$ cat src/rtl/fir_decim_sequencer.sv
// Sequencer for a time-multiplexed FIR + decimator: owns the sample ring write pointer and
// walks tap address pairs into a shared MAC. Optional macro: FIR_SEQ_SYMMETRIC_EN (folded taps).
module fir_decim_sequencer #(
  parameter int NUM_TAPS = 32,
  parameter int DECIM    = 4,
  parameter int DEPTH    = 64,
  parameter int MAC_LAT  = 2
) (
  input  logic                        clk,
  input  logic                        rst,
  input  logic                        i_single_valid_in,
  output logic                        o_wr_en,
  output logic [$clog2(DEPTH)-1:0]    o_wr_addr,
  output logic [$clog2(DEPTH)-1:0]    o_rd_addr,
`ifdef FIR_SEQ_SYMMETRIC_EN
  output logic [$clog2(DEPTH)-1:0]    o_rd_addr_b,
`endif
  output logic [$clog2(NUM_TAPS)-1:0] o_coef_addr,
  output logic                        o_mac_clear,
  output logic                        o_mac_en,
  output logic                        o_mac_last,
  output logic                        o_valid_out,
  output logic                        o_busy,
  output logic                        o_overrun
);

  localparam int AW  = $clog2(DEPTH);
  localparam int CW  = $clog2(NUM_TAPS);
  localparam int DCW = (DECIM > 1) ? $clog2(DECIM) : 1;
`ifdef FIR_SEQ_SYMMETRIC_EN
  localparam int RUN_LEN = NUM_TAPS / 2;
  localparam logic [AW-1:0] TAIL_OFS = AW'(NUM_TAPS - 1);
`else
  localparam int RUN_LEN = NUM_TAPS;
`endif
  localparam logic [CW-1:0]  K_LAST     = CW'(RUN_LEN - 1);
  localparam logic [DCW-1:0] D_LAST     = DCW'(DECIM - 1);
  localparam logic [2:0]     DRAIN_LAST = 3'((MAC_LAT > 0) ? MAC_LAT - 1 : 0);

  typedef enum logic [1:0] {IDLE, RUN, DRAIN, DONE} state_t;

  state_t         r_state;
  state_t         w_nextState;
  logic [AW-1:0]  r_wrAddr;
  logic [AW-1:0]  r_newest;
  logic [DCW-1:0] r_dcnt;
  logic [CW-1:0]  r_k;
  logic [2:0]     r_drainCnt;
  logic           r_overrun;
  logic           w_trigger;

  assign w_trigger = i_single_valid_in && (r_dcnt == D_LAST);

  always_ff @(posedge clk) begin
    if (rst) begin
      r_state    <= IDLE;
      r_wrAddr   <= '0;
      r_newest   <= '0;
      r_dcnt     <= '0;
      r_k        <= '0;
      r_drainCnt <= '0;
      r_overrun  <= 1'b0;
    end else begin
      r_state <= w_nextState;
      if (i_single_valid_in) begin
        r_wrAddr <= r_wrAddr + AW'(1);
        r_dcnt   <= (r_dcnt == D_LAST) ? '0 : r_dcnt + DCW'(1);
      end
      // The tap index is left at its final value after RUN so read/coef addresses hold.
      if (w_trigger && (r_state == IDLE)) begin
        r_newest <= r_wrAddr;
        r_k      <= '0;
      end else if ((r_state == RUN) && (r_k != K_LAST)) begin
        r_k <= r_k + CW'(1);
      end
      if (r_state == RUN)
        r_drainCnt <= '0;
      else if (r_state == DRAIN)
        r_drainCnt <= r_drainCnt + 3'd1;
      if (w_trigger && (r_state != IDLE))
        r_overrun <= 1'b1;
    end
  end

  always_comb begin
    w_nextState = r_state;
    o_mac_en    = 1'b0;
    o_mac_clear = 1'b0;
    o_mac_last  = 1'b0;
    o_valid_out = 1'b0;
    o_busy      = (r_state != IDLE);
    case (r_state)
      IDLE: begin
        if (w_trigger)
          w_nextState = RUN;
      end
      RUN: begin
        o_mac_en    = 1'b1;
        o_mac_clear = (r_k == '0);
        o_mac_last  = (r_k == K_LAST);
        if (r_k == K_LAST)
          w_nextState = (MAC_LAT == 0) ? DONE : DRAIN;
      end
      DRAIN: begin
        if (r_drainCnt == DRAIN_LAST)
          w_nextState = DONE;
      end
      DONE: begin
        o_valid_out = 1'b1;
        w_nextState = IDLE;
      end
      default: w_nextState = IDLE;
    endcase
  end

  assign o_wr_en     = i_single_valid_in;
  assign o_wr_addr   = r_wrAddr;
  assign o_rd_addr   = r_newest - AW'(r_k);
  assign o_coef_addr = r_k;
  assign o_overrun   = r_overrun;
`ifdef FIR_SEQ_SYMMETRIC_EN
  assign o_rd_addr_b = r_newest - TAIL_OFS + AW'(r_k);
`endif

endmodule
$ cat config.mk
export PLATFORM = sky130hd
export DESIGN_NAME = fir_decim_sequencer
export DESIGN_NICKNAME = d
export VERILOG_FILES = /design/src/rtl/fir_decim_sequencer.sv
export SDC_FILE = /design/constraint.sdc
export NUM_CORES = 1
export LEC_CHECK = 0
export CORE_ASPECT_RATIO = 1.75
export CORE_UTILIZATION = 40
export DETAILED_ROUTE_END_ITERATION = 8
export DONT_BUFFER_PORTS = 1
export PLACE_DENSITY = 0.52
export SYNTH_ARGS = -nofsm -noshare
export SYNTH_HDL_FRONTEND = slang
export SYNTH_SLANG_ARGS = --single-unit
$ cat constraint.sdc
create_clock -name clk -period 2 [get_ports clk]
set_clock_uncertainty 0.05 [all_clocks]
set_input_delay 0.4 -clock clk [delete_from_list [all_inputs] [get_ports clk]]
set_output_delay 0.4 -clock clk [all_outputs]
set_load 0.01 [all_outputs]
# Word-level counts from Yosys, hierarchy flattened
# Cells that the tools add are included.
[word_totals]
regBits = 25
input_bits = 3
output_inout_bits = 24
wordCells = 41
[classes]
addsub = 5
eq_ne = 10
mux = 9
reduce_logical = 10
[ops]
columns = ["cell", "count"]
rows = [
  ["2-to-1 mux 2 bit", 4],
  ["one-hot mux 2 bit (4 select lines)", 1],
  ["adder 6 x 1 -> 6 bit, second input constant", 1],
  ["equality test 2 bit, second input constant", 3],
  ["subtractor 6 x 5 -> 6 bit", 1],
  ["adder 5 x 1 -> 5 bit, second input constant", 1],
  ["equality test 5 bit, second input constant", 1],
  ["zero test 5 bit", 1],
  ["!= test 5 bit, second input constant", 1],
  ["logical AND 1 bit", 4],
  ["2-to-1 mux 1 bit", 4],
  ["!= test 2 x 1 -> 1 bit, second input constant", 2],
  ["OR reduction 2 bit", 2],
  ["adder 3 x 1 -> 3 bit, second input constant", 1],
  ["equality test 3 x 1 -> 1 bit, second input constant", 1],
  ["AND reduction 3 bit", 1],
  ["adder 2 x 1 -> 2 bit, second input constant", 1],
  ["equality test 2 x 1 -> 1 bit, second input constant", 1],
  ["zero test 2 bit", 1],
  ["!= test 2 bit, second input constant", 1],
  ["nonzero test 2 bit", 1],
]

# Depth between registers and ports, before layout
# Gate-level depths: netlist of run 1.
[depth]
ltp_word = 4
depth_mapped = 7
depth_no_buf = 7

# Worst setup path after synthesis of run 1
# OpenSTA, ideal clock, no wires.
[synth_path]
path_kind = "register to output"
start = "register r_k[0] (netlist: o_coef_addr[0])"
end = "output port o_rd_addr[4]"
t_arrival_ps = 1584
required_ps = 1550
slack_ps = -34
path_stages_with_launch = 7
path_buffers = 0
path_cell_list = "dfxtp_1 > ha_1 > inv_1 > fa_1 > a21o_1 > a21oi_1 > xnor2_1"
[synth_between]
elab_chain_cells = 1
[synth_rtl]
columns = ["element", "line_no", "rtl"]
rows = [
  ["from (decl)", "47", "logic [CW-1:0] r_k;"],
  ["from (signal assigned)", "74", "r_k <= r_k + CW'(1);"],
  ["subtractor 6 x 5 -> 6 bit", "118", "assign o_rd_addr = r_newest - AW'(r_k);"],
  ["to (decl)", "14", "output logic [$clog2(DEPTH)-1:0] o_rd_addr,"],
]
# No other way between the ends.

# Worst setup path in the final report of run 1
[layout_path]
start = "register r_newest[0]"
end = "output port o_rd_addr[4]"
[layout_between]
elab_chain_cells = 1
[layout_rtl]
columns = ["element", "line_no", "rtl"]
rows = [
  ["from (decl)", "45", "logic [AW-1:0] r_newest;"],
  ["from (signal assigned)", "71", "r_newest <= r_wrAddr;"],
  ["subtractor 6 x 5 -> 6 bit", "118", ""],
]
# No other way between the ends.

==> flow_summary.ini, run 1 <==
[cells_and_area]
antenna_cells = 0
nets = 188
layout-drive-gt1-share_pct = 28.92
fin_area_mm2 = 0.001722
area_delta_synth_final_pct = 23.52
layout_commonest_cell = dfxtp_1
final_cell_mix = dfxtp_1, nor2_1, buf_4
fillers = 340

[synth]
syn_inst = 154
synthDistinctLibCells = 34
ys_seq_elements = 25
synth_nets = 175
ys.warnings.count = 0
seq_area_frac_synth_pct = 35.91
netlist_area_mm2 = 0.001394
syn_avg_cell_area_um2 = 9.051

[timing]
slew_headroom_pct = 75.64
rsz0062_at_grt = true
timing.final.crit_share_pct = 106.2
setup_viol = 3
tightestPinTransition_ns = 0.3562
fmax_mhz = 470.9
drv_slew = 0
setup_tns_ns = -0.1736
period_minus_slack_ns = 2.124
timing.final.ws_setup_ns = -0.1238
finalHoldViolCount = 0

[clock_tree]
h-tree-depth = 1
cts.sinks = 25
clk_latency_ns = 0.26
clockRootBuffer = clkbuf_8
tritoncts = done
numCtsBuffers = 3
clockBufferDepth = 2
clk_pin_slew_ns = 0.09

[placement]
pre_cts_slack_ns = 0.01868
io_buffers = 0
routabilityCongestion = 0.7484
placed_area_mm2 = 0.001508
hpwl_um = 2149

[worst_setup_path]
crit_fanout = 3
crit_type = reg -> out
rrSetupSlack_ns = 0.20
cp-end-kind = output pin
critPathRequiredTime_ns = 1.55
cp.arrival_ns = 1.67
start_kind = flip-flop

[power]
max-vdd-ir-drop_mv = 0.5170
p_leak_nw = 0.7427
p_per_area_mw_per_mm2 = 705.8
total_power_w = 0.001215

[die]
die_w_um = 46.62
fp.dieH_um = 80.09
start_util_pct = 41.44
num_rows = 28
ioPinCount = 27
die_area_mm2 = 0.003734
core_area_mm2 = 0.003363

[grt]
grt_first_pass_wirelength_um = 4878
grt-ovfl-total = 0
grt_start_max_net_pins = 23
grt_usage_pct = 17.61
grt_antenna_before_repair = 0
grt_pass1_vias = 1122

[drt]
vias = 1090
drtAntennaViolNets = 0
firstDrtPassIters = 4
drcViolationCount = 0
first_iter_violations = 11
viasPerCell = 5.166
routed_wl_um = 2937
wl_per_cell_um = 13.92

[job]
drv_cap = 0

[status]
status = complete, but fails checks
violations = negative setup slack

[hold_path]
hold_class = in -> reg
-- cell families after synthesis --
family | count (synthesis) | synth area share (%)
adders and majority gates | 18 | 16.70
AOI/OAI and AO/OA | 20 | 9.336
DFF | 25 | 35.91
muxes | 10 | 7.182
xor gates and xnor gates | 9 | 5.655
buffers and inverters | 17 | 5.387
and+or+nand+nor | 55 | 19.84
-- worst paths after layout --
check,startpoint,endpoint,depth (start not counted)
max,r_newest[0],o_rd_addr[4],7
min,rst,r_newest[0],1
max reg2reg,o_coef_addr[0],o_coef_addr[3],7
min reg2reg,r_newest[0],r_newest[0],2
-- worst max-delay path, stage by stage, from the launching register on --
cell     delay, ns
dfxtp_2       0.33
inv_2         0.06
ha_4          0.13
inv_2         0.04
fa_2          0.35
a21o_1        0.18
a21oi_2       0.16
xnor2_2       0.15
-- power breakdown --
part / internal (W) / switching [W] / leakage [nW] / total (W)
combinational: 0.000175 / 0.000194 / 0.512 / 0.000369
clock: 0.000139 / 0.000158 / 0.0255 / 0.000297
sequential: 0.000522 / 0.0000266 / 0.205 / 0.000549
total: 0.000837 / 0.000379 / 0.743 / 0.00122
-- metrics by stage --
step | util, % | instances | hold WS (ns)
2_1_floorplan | - | 154 | 0.4140
4_1_cts | 49.22 | 211 | 0.1294
3_5_place_dp | 44.83 | 206 | 0.4240
3_3_place_gp | 44.83 | 206 | 0.4220
5_1_grt | 51.19 | 211 | 0.1311
6_report | 51.19 | 211 | 0.1379
-- sequential cells by signal, indices dropped and copies added, names as in the netlist --
signal	count
o_coef_addr	5
o_overrun	1
o_wr_addr	6
r_dcnt	2
r_drainCnt	3
r_newest	6
r_state	2
-- area by class of cell --
cell class | count | area, um^2 | area share (%)
Clock buffer | 3 | 41.29 | 2.398
Multi-Input combinational cell | 112 | 973.4 | 56.54
Inverter | 13 | 48.80 | 2.834
Clock inverter | 1 | 5.005 | 0.2907
Timing Repair Buffer | 12 | 90.09 | 5.233
Sequential cell | 25 | 506.7 | 29.43
Tap cell | 45 | 56.30 | 3.270
-- metal layers --
| metal | track usage, % | vias up | part of all wire, % |
|---|---|---|---|
| li1 | - | 546 | - |
| met1 | 18.52 | 520 | 38 |
| met2 | 32.64 | 22 | 58 |
| met3 | 3.146 | 2 | 3.7 |
| met4 | 6.000 | 0 | 0.78 |
| met5 | 0 | - | 0 |
-- synth_stat cells --
master,count,share of area (%)
nand2_2,1,0.45
or3b_2,1,0.63
ha_1,17,15
nand3_2,1,0.72
o21ai_0,4,1.4
nand3_1,2,0.72
a31oi_1,1,0.45
nor3_1,2,0.72
and2_1,1,0.45
a221o_1,1,0.72
clkbuf_1,2,0.54
fa_1,1,1.4
a211oi_1,2,1.1
nor2_1,19,5.1
buf_6,1,0.81
a21boi_0,1,0.54
nor2b_1,2,0.90
nand4_1,2,0.90
nor4_1,1,0.45
buf_4,1,0.54
or3_1,2,0.90
a21oi_1,6,2.2
and3_1,1,0.45
mux2i_1,10,7.2
nand3b_1,2,1.1
xnor2_1,4,2.5
a21o_1,2,1.1
xor2_1,5,3.1
dfxtp_1,25,36
nand2b_1,7,3.1
a2111oi_0,3,1.9
nor3b_1,1,0.54
inv_1,13,3.5
nand2_1,10,2.7
-- what timing repair did --
item | CTS | global route
pin swaps | 6 | 0
gates resized for setup | 26 | 10
buffers inserted | 1 | 0
hold buffers | 0 | 0
setup endpoints to repair | 4 | 6
Power figures use the tool's default switching activity.
==> inputs of run 2 (changes only) <==
CORE_UTILIZATION = 55   (was 40)
PLACE_DENSITY = 0.69   (was 0.52)
==> flow_summary.ini, run 2 (synthesis gave the netlist of run 1 again) <==
[status]
status = complete, but fails checks
violations = negative setup slack

[cells_and_area]
final_core_util_pct = 73.91
area_delta_synth_final_pct = 23.61
nets = 189
final_cell_mix = dfxtp_1, nor2_1, buf_4
instances_no_fill = 192
antenna_cells = 0
layout_commonest_cell = dfxtp_1
layout-drive-gt1-share_pct = 29.34

[timing]
setup_tns_ns = -0.2529
finalHoldViolCount = 0
setup_viol = 4
timing.final.crit_share_pct = 106.4
tightestPinTransition_ns = 0.4122
drv_slew = 0
period_minus_slack_ns = 2.128
fin_hold_ws_ns = 0.1460
slew_headroom_pct = 71.81
fmax_mhz = 470.0
timing.final.ws_setup_ns = -0.1277
rsz0062_at_grt = true

[worst_setup_path]
crit_slowest_cell = fa_2
cp_common_cell = inv_2
r2r_cells = 7
cp.arrival_ns = 1.68
start_kind = flip-flop
rrSetupSlack_ns = 0.13
crit_fanout = 2
path_cells = inv_2, ha_4, inv_2, fa_2, a21o_1, a21oi_2, xnor2_2
regToRegStartpoint = o_coef_addr[0]
cpPeakStageDelay_ns = 0.36
crit_type = reg -> out
rr_endpoint = r_state[1]
cp-end-kind = output pin
critPathRequiredTime_ns = 1.55

[drt]
viasPerCell = 5.661
drtAntennaViolNets = 0
routed_wl_um = 2854
met2_length_um = 1612
first_iter_violations = 19
firstDrtPassIters = 4
wl_met1_um = 1121
wl_per_cell_um = 14.86
drcViolationCount = 0
dr.max_layer_used = met4
vias = 1087
wl_met3_um = 81

[placement]
io_buffers = 0
pre_cts_slack_ns = 0.02150
hpwl_um = 1956
routabilityCongestion = 0.7757
dp_cells = 185

[power]
seq_power_share_pct = 44.2
p_per_area_mw_per_mm2 = 723.2
p_leak_nw = 0.7487
max-vdd-ir-drop_mv = 0.5436
switching_share_pct = 30.31
p_switching_w = 0.0003776
p_clk_share_pct = 23.0
comb_power_share_pct = 32.8
p_int_w = 0.0008684

[clock_tree]
clk_latency_ns = 0.26
cts.sinks = 25
clk_pin_slew_ns = 0.08
clockBufferDepth = 2
tritoncts = done
h-tree-depth = 1
hold_buffers = 0
numCtsBuffers = 3
clockRootBuffer = clkbuf_8

[grt]
grt_first_pass_wirelength_um = 4243
grt_antenna_before_repair = 0
grt_start_max_net_pins = 23
grt_pass1_vias = 1084
grt-ovfl-total = 0
grt_usage_pct = 22.29

[die]
core_area_mm2 = 0.002331
start_util_pct = 59.80
fp.dieH_um = 68.60
num_rows = 23
die_area_mm2 = 0.002748
die_w_um = 40.06
ioPinCount = 27

[job]
drv_cap = 0

[hold_path]
hp-start = rst
hold_depth = 1
hold_class = in -> reg
holdPathEnd = r_newest[0]
[run 2: changes by cell type in the layout (fill, tap and decap cells not counted), sizes merged]
cell	previous run	this run
buf	12	13
clkbuf	3	4
clkinv	1	0
[run 2: per-stage QoR]
step                      power [W]  area (um^2)
after floorplan           0.0007857         1395
after global placement    0.0008538         1475
after detailed placement  0.0008618         1475
after CTS                  0.001208         1675
after global routing       0.001321         1723
final                      0.001246         1723
[run 2: timing repair]
action                     4_1_cts  5_1_grt
setup buffers                    2        1
setup endpoints to repair        5        7
pin swaps                        7        1
resized for setup               32        8
[run 2: power groups by stage]
stage | clock network, W | logic, W | registers, W
after global placement | 0 | 0.000298 | 0.000555
after CTS | 0.000299 | 0.000361 | 0.000548
after floorplan | 0 | 0.000226 | 0.000559
after global routing | 0.000317 | 0.000448 | 0.000556
final | 0.000286 | 0.000408 | 0.000551
after detailed placement | 0 | 0.000305 | 0.000557
[run 2: critical path: cells and delay by family (launching register included)]
family | cells | cell delay [ns]
flops | 1 | 0.33
xor+xnor | 1 | 0.16
compound gates | 2 | 0.34
fa+ha+maj | 2 | 0.49
buf+inv | 2 | 0.10
[run 2: layout make-up]
type / count / area (um^2)
multi-input cells: 112 / 989.7
fillers: 180 / 608.1
flip-flops and latches: 25 / 506.7
repair buffers: 13 / 101.3
inverters: 13 / 48.80
clock buffers: 4 / 45.04
well taps: 25 / 31.28
[run 2: layer usage]
metal	GRT usage, %	up-vias
met2	42.14	22
met1	21.41	513
li1	-	548
met3	3.846	4
met5	0	-
met4	10.34	0
[run 2: worst max-delay path by stage]
stage | start | to | slack (ns)
final | r_newest[0] | o_rd_addr[4] | -0.13
after global routing | r_newest[0] | o_rd_addr[4] | -0.19
after CTS | r_newest[0] | o_rd_addr[4] | -0.11
after detailed placement | r_newest[0] | o_rd_addr[4] | 0.02
after global placement | r_newest[0] | o_rd_addr[4] | 0.06
after floorplan | o_coef_addr[0] | o_rd_addr[4] | 0.04
